===== src/rtl/shader_pkg.sv =====
// shader_pkg: shared sequencer state encoding and instruction width
package shader_pkg;
    localparam int INSTR_W = 8;
    typedef enum logic [1:0] {IDLE, EXEC, LOAD} state_e;
endpackage


===== src/rtl/shader_sequencer.sv =====
// shader_sequencer: steps an external circular program store through pixel runs and uploads
module shader_sequencer
    import shader_pkg::*;
#(
    parameter int NUM_INSTR = 8,
    parameter int IDX_W     = $clog2(NUM_INSTR)
) (
    input  logic               clk_i,
    input  logic               rst_ni,
    input  logic               pixel_start_i,
    input  logic               blank_i,
    input  logic               prog_valid_i,
    input  logic [INSTR_W-1:0] prog_data_i,
    output logic               prog_ready_o,
    output logic               shift_o,
    output logic               load_o,
    output logic [INSTR_W-1:0] instr_o,
    output logic               exec_o,
    output logic [IDX_W-1:0]   idx_o,
    output logic               pixel_done_o,
    output logic               load_done_o,
    output logic               overrun_o
);
    state_e           state;
    logic [IDX_W-1:0] idx;
    logic             last;

    assign last = idx == IDX_W'(NUM_INSTR - 1);

    always_ff @(posedge clk_i or negedge rst_ni) begin
        if (!rst_ni) begin
            state        <= IDLE;
            idx          <= '0;
            pixel_done_o <= 1'b0;
            load_done_o  <= 1'b0;
            overrun_o    <= 1'b0;
        end else begin
            pixel_done_o <= 1'b0;
            load_done_o  <= 1'b0;
            if (pixel_start_i && state != IDLE) overrun_o <= 1'b1;
            case (state)
                IDLE: begin
                    idx <= '0;
                    if (pixel_start_i) state <= EXEC;
                    else if (blank_i && prog_valid_i) state <= LOAD;
                end
                EXEC: begin
                    idx <= last ? '0 : idx + 1'b1;
                    if (last) begin
                        state        <= IDLE;
                        pixel_done_o <= 1'b1;
                    end
                end
                LOAD: if (prog_valid_i) begin
                    idx <= last ? '0 : idx + 1'b1;
                    if (last) begin
                        state       <= IDLE;
                        load_done_o <= 1'b1;
                    end
                end
                default: state <= IDLE;
            endcase
        end
    end

    assign exec_o       = state == EXEC;
    assign prog_ready_o = state == LOAD;
    assign load_o       = prog_ready_o & prog_valid_i;
    assign shift_o      = exec_o | load_o;
    assign instr_o      = prog_data_i;
    assign idx_o        = idx;
endmodule


===== config.mk =====
export PLATFORM = sky130hd
export DESIGN_NAME = shader_sequencer
export DESIGN_NICKNAME = d
export VERILOG_FILES = /design/src/rtl/shader_pkg.sv /design/src/rtl/shader_sequencer.sv
export SDC_FILE = /design/constraint.sdc
export NUM_CORES = 1
export LEC_CHECK = 0
export BUFFER_PORTS_ARGS = -buffer_cell sky130_fd_sc_hd__clkbuf_2
export CAP_MARGIN = 20
export CELL_PAD_IN_SITES_DETAIL_PLACEMENT = 0
export CELL_PAD_IN_SITES_GLOBAL_PLACEMENT = 1
export CORE_MARGIN = 3
export CORE_UTILIZATION = 31
export CTS_CLUSTER_SIZE = 10
export DETAILED_ROUTE_END_ITERATION = 6
export PLACE_DENSITY_LB_ADDON = 0.1
export SLEW_MARGIN = 10
export SYNTH_ARGS = -nofsm -noshare
export SYNTH_HDL_FRONTEND = slang
export SYNTH_SLANG_ARGS = --single-unit

===== constraint.sdc =====
create_clock -name clk_i -period 2.8 [get_ports clk_i]
set_input_delay 0.56 -clock clk_i [delete_from_list [all_inputs] [get_ports clk_i]]
set_output_delay 0.56 -clock clk_i [all_outputs]
set_load 0.01 [all_outputs]

==> flow_summary.yaml, run 1 <==
pwr:
  powerDensity_nw_per_um2: 985.2
  seqPwrFrac_pct: 32.1
  p_sw_uw: 219.5
  power_frac_comb_pct: 51.1
  power.total_uw: 536.2
  clockPowerShare_pct: 16.8
  peakVddDrop_uv: 346.3
  leakage_nw: 0.2984
  p_sw_share_pct: 40.94
  power.internal_uw: 316.7
finish:
  postLayoutCellArea_um2: 544.3
  final_common_cell: "clkbuf_2"
  nNetsFinal: 79
  area_growth_pct: 7.940
  final_cell_mix: "clkbuf_2 (14), dfrtp_1 (8), ha_1 (6)"
  fill_cells: 151
  fin_cells: 73
  fin_util_pct: 38.46
  drive_gt1_share_pct: 29.31
  antenna_cells: 0
setup_path:
  critical-path-top-delay-family: "flip-flops"
  cp-start-kind: "flop"
  cpPeakStageDelay_ps: 390
  rr_endpoint: "state[0]$_DFFE_PN0P_"
  critical_path.startpoint: "state[0]$_DFFE_PN0P_"
  worstPathRequired_ps: 2240
  endpoint_kind: "primary output"
  cpMaxStageDelayCell: "dfrtp_1"
  crit_fanout: 4
  cp.arrival_ps: 1450
  path_buf_inv: 2
  r2r_start: "state[0]$_DFFE_PN0P_"
  reg2reg_depth: 5
  crit_end: "shift_o"
  crit_type: "reg -> out"
  reg2reg_slack_ps: 1110
  cp.depth: 5
  crit_path_cell_trace: "inv_1 > ha_1 > and2_1 > or2_1 > clkbuf_2"
clocking:
  cts.sinks: 8
  cts_setup_buffers: 0
  cts_htree_levels: 1
  numCtsBuffers: 3
  clk_pin_slew_ps: 50
  cts_resized: 0
  cts_tree: "built"
  cts-root-buf: "clkbuf_4"
  cts_buffer_depth: 2
  clock_latency_ps: 260
  cts_hold_buffers: 0
yosys:
  synth_area_per_cell_um2: 10.08
  synth_warnings: 0
  syn_inst: 50
  ys_types: 22
  synth_seq_area_share_pct: 39.70
  ys_ff_latch: 8
  synth_nets: 69
  syn_area_um2: 504.2
global_route:
  grt_start_max_net_pins: 9
  grt_usage_pct: 10.97
  grt_first_pass_wirelength_um: 1573
  overflow: 0
  first_global_vias: 364
  grt_antenna_before_repair: 0
detailed_routing:
  drc: 0
  first_iter_violations: 0
  ant_nets: 0
  vias: 377
  wire_per_inst_um: 12.99
  first_pass_iters: 1
  viasPerCell: 5.164
  wl_um: 948
sta:
  finalCriticalPeriod_ps: 2009
  tightest_slew_ps: 539.5
  fin_tns_setup_ps: 0
  report.final.slew_viol_count: 0
  rsz0062_at_grt: "no"
  period_share_pct: 71.75
  holdWs_ps: 144.5
  fmax_ghz: 0.4977
  slew_headroom_pct: 63.96
  hold_viol: 0
  skew_ps: 0.3954
  setup_violations: 0
  postLayoutSetupSlackWorst_ps: 790.9
min_path:
  min_path_type: "in -> async"
floorplan:
  dieArea_um2: 2146
  core_um2: 1415
  rows: 13
  start_util_pct: 35.63
  die_w_um: 46.33
  die_h_um: 46.33
  ios: 31
outcome:
  status: "completed"
flow_run:
  drv_cap: 0
place:
  placed_area_um2: 521.8
  numPlacedInstances: 70
  hpwl_um: 733.8
  pre_cts_ws_ps: 1057
  port_buffers: 14
  place_congestion: 0.6929
[registers in the layout (all words and copies together), names as in the netlist]
register and flops:
pixel_done_o 1, overrun_o 1, load_done_o 1, state 2, idx_o 3
[how the worst min path moves through the flow]
stage | endpoint | from | slack (ps) | cells after the start
global route | idx_o[2]$_DFFE_PN0P_ | rst_ni | 140 | 1
floorplan | idx_o[0]$_DFFE_PN0P_ | rst_ni | 260 | 0
CTS | load_done_o$_DFF_PN0_ | rst_ni | 140 | 1
finish | load_done_o$_DFF_PN0_ | rst_ni | 140 | 1
detailed placement | load_done_o$_DFF_PN0_ | rst_ni | 420 | 1
global placement | idx_o[0]$_DFFE_PN0P_ | rst_ni | 420 | 1
[power groups by stage]
| stage | Clock [mW] | Combinational (mW) | Sequential [mW] |
|---|---|---|---|
| global placement | 0 | 0.271 | 0.171 |
| global route | 0.104 | 0.316 | 0.176 |
| detailed placement | 0 | 0.275 | 0.174 |
| floorplan | 0 | 0.210 | 0.174 |
| CTS | 0.0961 | 0.276 | 0.172 |
| finish | 0.0901 | 0.274 | 0.172 |
[cell type report]
class	count	area [µm²]	area share, %
well taps	15	18.77	3.448
flip-flops and latches	8	200.2	36.78
repair buffers	14	70.07	12.87
inverters	3	11.26	2.069
clock buffers	3	22.52	4.138
multi-input cells	30	221.5	40.69
[cell usage after synthesis]
cell type / instances / area, µm²
and3_1: 1 / 6.260
nor2b_1: 1 / 6.260
inv_1: 3 / 11.26
o21ai_0: 1 / 5.000
a21o_1: 1 / 7.510
a32o_1: 1 / 10.01
nor4_1: 1 / 6.260
o21ai_1: 2 / 10.01
a21oi_1: 1 / 5.000
buf_4: 8 / 60.06
and2_1: 2 / 12.51
and2b_1: 1 / 7.510
dfrtp_1: 8 / 200.2
or2_1: 1 / 6.260
nand2b_1: 3 / 18.77
buf_6: 1 / 11.26
ha_1: 6 / 75.07
nand2_1: 3 / 11.26
o31ai_1: 2 / 15.01
nor2_1: 1 / 3.750
a211o_1: 1 / 8.760
a31oi_1: 1 / 6.260
[cell families after synthesis]
| logic type | after synthesis | synth area share (%) |
|---|---|---|
| and+or+nand+nor | 14 | 15.64 |
| buffers and inverters | 12 | 16.38 |
| AOI/OAI and AO/OA | 10 | 13.40 |
| DFF | 8 | 39.70 |
| adders and majority gates | 6 | 14.89 |
[layer usage]
metal	share of wire [%]	routed length (µm)	track usage [%]	vias up
li1	-	-	-	180
met1	41	390	11.94	170
met2	45	426	14.84	14
met3	7.5	71	3.516	13
met4	6.2	59	13.64	0
met5	0	0	0	-
Power figures use the tool's default switching activity.
==> inputs of run 2 (changes only) <==
Settings changed: ABC_AREA from default to 1, CORE_UTILIZATION 31 to 25.
Clock period 2.8 ns to 1.75 ns, I/O delays scaled along.
==> flow_summary.yaml, run 2 <==
pwr:
  leakage_nw: 0.3543
  seqPwrFrac_pct: 30.4
  power.internal_uw: 514.0
  peakVddDrop_uv: 423.9
  clockPowerShare_pct: 16.2
  powerDensity_nw_per_um2: 1404
  power.total_uw: 878.4
  p_sw_share_pct: 41.48
  p_sw_uw: 364.4
  power_frac_comb_pct: 53.4
global_route:
  overflow: 0
  grt_first_pass_wirelength_um: 1621
  first_global_vias: 398
  grt_usage_pct: 8.908
  grt_antenna_before_repair: 0
  grt_start_max_net_pins: 9
finish:
  nNetsFinal: 94
  final_cell_mix: "clkbuf_2 (14), nand2_1 (11), inv_1 (8), dfrtp_1 (8)"
  drive_gt1_share_pct: 39.73
  final_common_cell: "clkbuf_2"
  area_growth_pct: 24.07
  postLayoutCellArea_um2: 625.6
  antenna_cells: 0
  largest_reg_flops: 3
  fin_util_pct: 34.36
  fill_cells: 206
detailed_routing:
  drc: 0
  wire_per_inst_um: 9.704
  vias: 388
  first_iter_violations: 3
  viasPerCell: 3.959
  wl_um: 951
  ant_nets: 0
  first_pass_iters: 2
clocking:
  cts-root-buf: "clkbuf_4"
  cts.sinks: 8
  numCtsBuffers: 3
  cts_htree_levels: 1
  clk_pin_slew_ps: 60
  clock_latency_ps: 250
  cts_tree: "built"
  cts_buffer_depth: 2
setup_path:
  worstPathRequired_ps: 1400
  crit_type: "reg -> out"
  path_buf_inv: 2
  cp.arrival_ps: 1330
  crit_path_cell_trace: "buf_4 > ha_2 > or2_1 > clkbuf_2"
  endpoint_kind: "primary output"
  cp-start-kind: "flop"
  crit_fanout: 3
  cpMaxStageDelayCell: "dfrtp_1"
  cpPeakStageDelay_ps: 400
  critical-path-top-delay-family: "flip-flops"
flow_run:
  drv_cap: 0
yosys:
  synth_area_per_cell_um2: 8.546
  syn_inst: 59
  synthTopCellsByArea: "dfrtp_1 (40%), ha_1 (15%), buf_4 (12%)"
  synth_nets: 78
  synth_top_cell_area_share_pct: 39.70
  syn_area_um2: 504.2
  synth_warnings: 0
  synth_common_cells: "nand2_1 (12), inv_1 (9), buf_4 (8), dfrtp_1 (8), ha_1 (6)"
  async_reset_ff_share_pct: 100.0
  synth_largest_area_cell: "dfrtp_1"
  synth_seq_area_share_pct: 39.70
  synth_edf_count: 0
  ys_ff_latch: 8
  yosysMostFrequentCell: "nand2_1"
  ys_types: 13
  ys.flop_type: "dfrtp_1"
sta:
  holdWs_ps: 338.4
  skew_ps: 5.395
  rsz0062_at_grt: "no"
  report.final.slew_viol_count: 0
  tightest_slew_ps: 216.6
  hold_viol: 0
  fin_tns_setup_ps: 0
  setup_violations: 0
  finalCriticalPeriod_ps: 1684
  period_share_pct: 96.25
  fmax_ghz: 0.5937
  slew_headroom_pct: 85.56
place:
  place_congestion: 0.7363
  hpwl_um: 740.2
  placed_area_um2: 545.5
  port_buffers: 14
floorplan:
  ios: 31
  rows: 15
  core_um2: 1821
  die_h_um: 50.91
  die_w_um: 50.91
  start_util_pct: 27.70
  dieArea_um2: 2592
min_path:
  min_path_type: "in -> reg"
outcome:
  status: "completed"
run 2: cell count changes after synthesis, sizes merged, moves of 2 or more:
| cell | previous run | this run |
|---|---|---|
| nand2b | 3 | 0 |
| o31ai | 2 | 0 |
| nand3 | 0 | 4 |
| inv | 3 | 11 |
| and2 | 2 | 0 |
| nor2 | 1 | 3 |
| nand2 | 3 | 13 |
run 2: worst paths after layout:
check | from | endpoint | slack [ps] | cells after the start
min in group asynchronous | rst_ni | pixel_done_o$_DFF_PN0_ | 470 | 2
max | state[0]$_DFFE_PN0P_ | shift_o | 70 | 4
min reg2reg | overrun_o$_DFFE_PN0P_ | overrun_o$_DFFE_PN0P_ | 460 | 1
min | prog_valid_i | load_done_o$_DFF_PN0_ | 340 | 3
max in group asynchronous | rst_ni | state[1]$_DFFE_PN0P_ | 1090 | 2
max reg2reg | state[1]$_DFFE_PN0P_ | state[1]$_DFFE_PN0P_ | 390 | 8
run 2: metrics by stage:
step | instances | worst slack, ps
detailed placement | 90 | 190.8
floorplan | 59 | 261.1
finish | 98 | 65.71
CTS | 96 | 28.00
global route | 98 | 8.708
global placement | 90 | 237.1
run 2: timing repair:
action / CTS / global route
resized for setup: 1 / 4
pin swaps: 0 / 1
setup buffers: 2 / 2
hold buffers: 1 / 0
endpoints found under the setup margin: 1 / 1
hold endpoints to repair: 8 / 0
run 2: power groups by stage:
| stage | registers, mW | clock network (mW) | logic [mW] |
|---|---|---|---|
| after CTS | 0.259 | 0.152 | 0.435 |
| after floorplan | 0.269 | 0 | 0.290 |
| final | 0.267 | 0.143 | 0.469 |
| after detailed placement | 0.267 | 0 | 0.396 |
| after global routing | 0.272 | 0.162 | 0.530 |
| after global placement | 0.265 | 0 | 0.406 |
run 2: cell families after synthesis:
family                   after synthesis  share of synthesized area [%]
buffers and inverters                 19                          20.10
flip-flops                             8                          39.70
adder cells (fa/ha/maj)                6                          14.89
AO/OA/AOI/OAI                          5                          7.693
AND/OR/NAND/NOR                       21                          17.62
run 2: worst reg2reg max path: stages (launching register included):
cell and delay [ps]:
dfrtp_1 430, inv_1 90, ha_1 330, nand2_1 110, nand2_1 70, inv_2 70
nand2_2 50, nand2_1 50, nand2_1 50
run 2: metal layers:
layer | up-vias | wire, µm | share of wire, % | global-route usage (%)
li1 | 202 | - | - | -
met1 | 166 | 442 | 46 | 8.673
met2 | 12 | 397 | 42 | 13.52
met3 | 8 | 71 | 7.5 | 3.499
met4 | 0 | 40 | 4.2 | 9.865
met5 | - | 0 | 0 | 0
run 2: area by class of cell:
| type | instances | area [µm²] | area share [%] |
|---|---|---|---|
| clock buffers | 3 | 22.52 | 3.600 |
| flip-flops and latches | 8 | 200.2 | 32.00 |
| multi-input cells | 32 | 220.2 | 35.20 |
| repair buffers | 19 | 110.1 | 17.60 |
| inverters | 11 | 41.29 | 6.600 |
| well taps | 25 | 31.28 | 5.000 |
